<file path="src/rtl/uart_tx_fifo.sv">
// Byte FIFO in front of the UART transmitter: the bus side writes bytes, and a
// two-state launcher hands them one at a time to the core via TX_start/TX_done.
module uart_tx_fifo #(
  parameter int DEPTH  = 16,
  parameter int ADDR_W = 4
) (
  input  logic              clock,
  input  logic              reset,
  input  logic              wr_en,
  input  logic [7:0]        wr_data,
  input  logic              ovf_clr,
  output logic              full,
  output logic              empty,
  output logic [ADDR_W:0]   count,
  output logic              overflow,
  output logic              tx_busy,
  output logic              TX_start,
  output logic [7:0]        TX_data,
  input  logic              TX_done
);

  // Handshake: TX_start is a one-cycle launch with TX_data held stable until
  // the core answers with a one-cycle TX_done; a TX_done while idle is ignored.
  // The bus side has no backpressure: a write while full is dropped and flagged.

  typedef enum logic {
    ST_IDLE = 1'b0,
    ST_WAIT = 1'b1
  } state_t;

  localparam logic [ADDR_W:0] FULL_CNT = (ADDR_W + 1)'(DEPTH);

  state_t            state;
  state_t            state_next;
  logic [7:0]        mem [DEPTH];
  logic [ADDR_W-1:0] wr_ptr;
  logic [ADDR_W-1:0] rd_ptr;
  logic [ADDR_W:0]   count_next;
  logic              push;
  logic              pop;

  assign full    = (count == FULL_CNT);
  assign empty   = (count == '0);
  assign push    = wr_en && !full;
  // The FSM state register is the busy flag, so tx_busy doubles as the state view.
  assign tx_busy = (state == ST_WAIT);

  always_comb begin
    state_next = state;
    pop        = 1'b0;
    case (state)
      ST_IDLE: begin
        if (!empty) begin
          pop        = 1'b1;
          state_next = ST_WAIT;
        end
      end
      ST_WAIT: begin
        if (TX_done) begin
          state_next = ST_IDLE;
        end
      end
      default: state_next = ST_IDLE;
    endcase
  end

  always_comb begin
    count_next = count;
    case ({push, pop})
      2'b10:   count_next = count + (ADDR_W + 1)'(1);
      2'b01:   count_next = count - (ADDR_W + 1)'(1);
      default: count_next = count;
    endcase
  end

  always_ff @(posedge clock or negedge reset) begin
    if (!reset) begin
      state    <= ST_IDLE;
      wr_ptr   <= '0;
      rd_ptr   <= '0;
      count    <= '0;
      overflow <= 1'b0;
      TX_start <= 1'b0;
      TX_data  <= 8'h00;
    end else begin
      state    <= state_next;
      count    <= count_next;
      TX_start <= pop;
      if (push) begin
        wr_ptr <= wr_ptr + ADDR_W'(1);
      end
      if (pop) begin
        rd_ptr  <= rd_ptr + ADDR_W'(1);
        TX_data <= mem[rd_ptr];
      end
      // Set wins over clear; full is the pre-pop value, so a launch does not save the byte.
      if (wr_en && full) begin
        overflow <= 1'b1;
      end else if (ovf_clr) begin
        overflow <= 1'b0;
      end
    end
  end

  always_ff @(posedge clock) begin
    if (push) begin
      mem[wr_ptr] <= wr_data;
    end
  end

endmodule

</file>
<file path="config.mk">
export PLATFORM = sky130hd
export DESIGN_NAME = uart_tx_fifo
export DESIGN_NICKNAME = d
export VERILOG_FILES = /design/src/rtl/uart_tx_fifo.sv
export SDC_FILE = /design/constraint.sdc
export NUM_CORES = 1
export LEC_CHECK = 0
export BUFFER_PORTS_ARGS = -buffer_cell sky130_fd_sc_hd__buf_2
export CORE_MARGIN = 2
export CORE_UTILIZATION = 50
export CTS_CLUSTER_DIAMETER = 30
export CTS_CLUSTER_SIZE = 24
export DETAILED_ROUTE_END_ITERATION = 12
export GPL_ROUTABILITY_DRIVEN = 0
export PLACE_DENSITY = 0.69
export SKIP_CTS_REPAIR_TIMING = 1
export SLEW_MARGIN = 20
export SYNTH_ARGS = -nofsm -noshare
export SYNTH_HDL_FRONTEND = slang
export SYNTH_SLANG_ARGS = --single-unit
</file>
<file path="constraint.sdc">
create_clock -name clock -period 5 [get_ports clock]
set_input_delay 0.5 -clock clock [delete_from_list [all_inputs] [get_ports clock]]
set_output_delay 0.5 -clock clock [all_outputs]
set_load 0.02 [all_outputs]
</file>
### Word-level counts from Yosys, hierarchy flattened

Memories as Yosys holds them, arrays and structs flattened. A register that Yosys moved wholly into a read port is not among the register bits.
Cells that the tools add are included.

* output and inout bits: 18
* memories kept: 1
* RAM bits: 128
* register bits after elaboration: 16

Memory list
* mem: words 16, width 8, rd ports 1, clocked after memory_dff 1, wr ports 1, line 35 `logic [7:0] mem [DEPTH];`

* add/sub/neg operators: 4
* reduce and logical (&&, ||, !) cells: 7
* bitwise gates (word level): 1
* muxes and demuxes: 9
* eq/ne operators: 3

Operators with widths (number)
* 5-bit case mux with 2 select lines: 1
* 4-bit by 1-bit adder with 4-bit output, second input constant: 2
* 1-bit 2-to-1 mux: 7
* 5-bit by 1-bit adder with 5-bit output, second input constant: 1
* 5-bit == test, second input constant: 1
* 5-bit zero test: 1
* 5-bit by 1-bit subtractor with 5-bit output, second input constant: 1
* 2-bit nonzero test: 2
* 2-bit by 1-bit == test with 1-bit output, second input constant: 1
* 2-bit == test, second input constant: 1
* 1-bit logical AND: 2
* 1-bit zero test: 2
* 1-bit case mux with 2 select lines: 1
* 1-bit inverter: 1

### Longest topological paths before layout

* depth after elaboration: 5
* gate-level depth with buffers: 10
* depth with buffers taken out: 9

### Least setup slack after synthesis

OpenSTA, ideal clock, no wires.

* kind: reg-to-reg
* from: reg count[3]
* to: reg count[4]
* data arrival time: 2.717 ns
* setup slack: 2.202 ns
* library setup time: 0.081 ns
* cell stages (with the launch flop): 10
* path buffers: 1
* period minus slack after synthesis: 2.798 ns
* required time: 4.919 ns
* cell sequence: dfrtp_1 > or3_4 > o31a_1 > buf_2 > ha_1 > fa_1 > a21o_1 > a21oi_1 > mux2i_1 > xnor2_1

* longest elaborated chain between the ends: 5

RTL lines
* start: declaration: line 14 `output logic [ADDR_W:0] count,`
* start signal: assignment: line 87 `count <= count_next;`
* 5-bit zero test (*): line 43 `assign empty = (count == '0);`
* 1-bit 2-to-1 mux (*): line 53 `if (!empty) begin`
* 1-bit 2-to-1 mux (*): line 51 `case (state)`
* via pop: line 40 `logic pop;`
* 2-bit by 1-bit == test with 1-bit output or 2-bit == test (tied branches): line 69 `case ({push, pop})`
* 5-bit case mux with 2 select lines or 2-bit nonzero test (tied branches)

The timed path passes the listed nets; every way through them passes the cells marked *.
A chain may end at the register's enable or synchronous reset.

### Worst setup path after layout

* from: reg count[3]
* to: reg count[4]

* longest elaborated chain between the ends: 5

RTL lines (line)
* 5-bit zero test or 5-bit == test (tied branches): 43, 42
* 1-bit 2-to-1 mux or 1-bit zero test (tied branches): 53, 44
* 1-bit 2-to-1 mux or 1-bit logical AND (tied branches): 51, 44
* 2-bit by 1-bit == test with 1-bit output or 2-bit == test (tied branches): 69
* 5-bit case mux with 2 select lines or 2-bit nonzero test (tied branches)

Parallel ways exist; a longest one is shown, timed or not.

==> reports/results.txt <==
The run finished with clean final reports. The detailed-router iteration count before antenna repair was 4; the worst path buffer plus inverter count was 0. Leaving out fill and tap cells, the most frequent cells in the layout are 128 x edfxtp_1, 32 x mux4_2, 30 x buf_2. Once detailed placement completed, the half-perimeter wirelength came to 6.96 mm. The final layout contains 371 nets. The TritonCTS sink count was 152. For this block, the via count after detailed routing is 2964. After synthesis, the largest family of logic cells by area is multiplexers. The top layer reached by signal wires is met4. TritonCTS built the clock tree. The final number of max-transition violations was 0; the count of unresolved DRC violations after routing was 0. Traced cell by cell, the critical path runs through or3_4, o31a_1, ha_1, fa_1, a21o_1, a21oi_1, mux2i_1, xnor2_1. The number of clock buffers added by TritonCTS is 17. The number of nets handed over by synthesis was 335.

The area growth from synthesis to layout is 15.5%. For this run, the leading register cell type out of synthesis is edfxtp_1. The worst setup path category is reg -> reg. After synthesis, the mean cell area works out to 19.4 um2.

The sequential share of the synthesized area was 0.733; the total met3 wirelength after detailed routing was 524 um. The first routing iteration left 163 violations. The cell count after synthesis came out at 312. The floorplan has 40 rows. Max-cap violations in this run came to 0.

Dividing the detail-routed wire length by the instance count gives 22.1 um. The distinct cell type count of the synthesized netlist is 31. The largest stage delay on the critical path is 0.56 ns, and the xor and xnor area share after synthesis is 0.0144. The worst setup timing slack at the placement stage was 1.90 ns. STA classifies the critical path startpoint as a flip-flop. The maximum level of the CTS H-tree is 4.

Power per cell area: 615 nW/um2. The run gives 13000 um2 as the floorplan die area. For the highest attainable clock frequency, the log shows 325 MHz.

The count of buffers added on input and output ports is 30. The async set-or-reset flop fraction in the synthesized netlist is 0.158, and the area fraction in and, or, nand and nor cells after synthesis is 0.0343. The worst setup path is captured at a flip-flop. The transition time of the tightest slew-check pin works out to 0.980 ns.

The adder-cell area share of the yosys netlist was 0.0219; the effective utilization at floorplan was 0.509. For the worst setup path, the data arrival time is 3.42 ns. The number of placed I/O pins came out at 31.

Across the routed clock network, the largest skew measured is 0.00594 ns. The detail route stage leaves a number of antenna-violating nets equal to 0. The path class of the tightest hold or removal check is in -> async.

The static power due to leakage is 2.44 nW, and the register bit count reported by yosys is 152. Mean number of vias per cell: 5.83. The run gives 0 ns as the final sum of negative setup slack. Critical-path cell with the highest stage delay: o31a_1.

The run gives 0.347 as the headroom to the max-slew limit. Leaving out fill and tap cells, the most frequent cell in the layout is edfxtp_1. Clock-pin slew was measured on the worst setup and hold paths at 0.06 ns. The cell family contributing the most delay on the critical path is compound AO/OA/AOI/OAI gates.

The mux contribution to synthesized area came out at 0.139. The run gives 0 as the number of hold violations in the final report. The overall fraction of global-route tracks in use is 0.189. At the worst endpoint, the required time is 5.33 ns.

By area the synthesized netlist is led by edfxtp_1 63%, mux4_2 12%, dfrtp_1 9.9%. After detailed routing, the met2 layer carries 5.96 mm of wire. For the worst-skew pair, the clock arrives at the later sink with an insertion delay of 0.41 ns. The tree is rooted in a clkbuf_16. The post-route minimum period came out at 3.08 ns.

The via count of the first global-routing pass came out at 3048. Cell type contributing the most total cell area after synthesis: edfxtp_1. The post-synthesis compound-gate area fraction is 0.0384. Worst supply voltage drop on vdd: 0.262 mV. After detailed routing, the total wire length is 11.2 mm. The share of the synthesized area in the top cell type came out at 0.634. The die is 114 um tall. The fraction of final layout cells with drive strength greater than 1 was 0.310.

The tools report the first-pass GRT wire length as 17.5 mm. Summing every instance area after synthesis gives 6060 um2. The initial antenna violation count is 0, and the x dimension of the die is 114 um.

Setup violations remaining at the end of the flow were counted as 0. Setup repair after global routing left no endpoint under its margin. In this run, synthesis inferred 128 flip-flops with an integrated enable. Setup slack on the critical path of the routed design comes to 1.92 ns. The share of the clock period used by the worst path was 0.616. Wire length on met1: 4.58 mm. Counting along the longest clock path gives a buffer depth of 2. The pin count of the biggest net entering global routing is 35, and the critical-path maximum fanout is 23.

The logs give 0 for the count of antenna diodes in the layout and 11900 um2 for the area of the core. The yosys synthesis warning count was 0. The tools report the total global routing overflow as 0.
==> cells in the mapped netlist, drive strengths merged (3+ instances only) <==
master    n
edfxtp  128
mux4     32
dfrtp    24
nor2     21
buf      10
mux2i    10
nand2    10
ha        9
a221oi    8
clkbuf    8
o22ai     8
xnor2     8
inv       6
nor3      6
o21ai     4
nand2b    3
==> power by group <==
group          switching [mW]  leakage (nW)  internal [mW]
logic                   0.615         0.694          0.534
registers               0.187          1.43           1.58
clock network           0.476         0.316          0.911
total                    1.28          2.44           3.02
==> path summary, 6_finish.rpt <==
check | from | endpoint | slack [ns] | cells after the start
min reg2reg | overflow | overflow | 0.52 | 2
min in group clock | TX_done | tx_busy | 0.27 | 2
max reg2reg | count[3] | count[4] | 1.92 | 8
max in group asynchronous | reset | rd_ptr[2] | 4.52 | 1
min | reset | count[3] | 0.08 | 1
max | count[3] | count[4] | 1.92 | 8
==> per-stage QoR <==
| step | hold slack [ns] | util | total power [mW] | std cells | area, um2 |
|---|---|---|---|---|---|
| after floorplan | 0.204 | - | 2.65 | 312 | 6060 |
| after global placement | 0.512 | 0.533 | 2.93 | 476 | 6340 |
| after detailed placement | 0.518 | 0.533 | 2.96 | 476 | 6340 |
| after CTS | 0.0913 | 0.588 | 4.36 | 508 | 7000 |
| after global routing | 0.102 | 0.588 | 4.52 | 508 | 7000 |
| final | 0.0776 | 0.588 | 4.30 | 508 | 7000 |
==> logic make-up (layout without fill, tap and decap cells) <==
| family | after synthesis | count (layout) |
|---|---|---|
| and+or+nand+nor | 46 | 46 |
| adders and majority gates | 10 | 10 |
| xor gates and xnor gates | 10 | 10 |
| AOI/OAI and AO/OA | 26 | 26 |
| DFF | 152 | 152 |
| buffers and inverters | 24 | 73 |
| muxes | 44 | 44 |
==> routing by layer <==
metal | GRT usage | vias up
li1 | - | 1311
met1 | 0.239 | 1565
met2 | 0.324 | 73
met3 | 0.0424 | 15
met4 | 0.0659 | 0
met5 | 0 | -
==> state kept, by name (all words and copies together) (netlist names) <==
name	count
count	5
TX_data	8
tx_busy	1
overflow	1
rd_ptr	4
mem	128
wr_ptr	4
TX_start	1
==> area by class of cell <==
cell class                      instances  area [um2]
Clock buffer                           20         457
Clock inverter                         12         198
Fill cell                             887        4910
Inverter                                6        22.5
Multi-Input combinational cell        136        1500
Sequential cell                       152        4450
Tap cell                              147         184
Timing Repair Buffer                   35         188
Power figures use the tool's default switching activity.
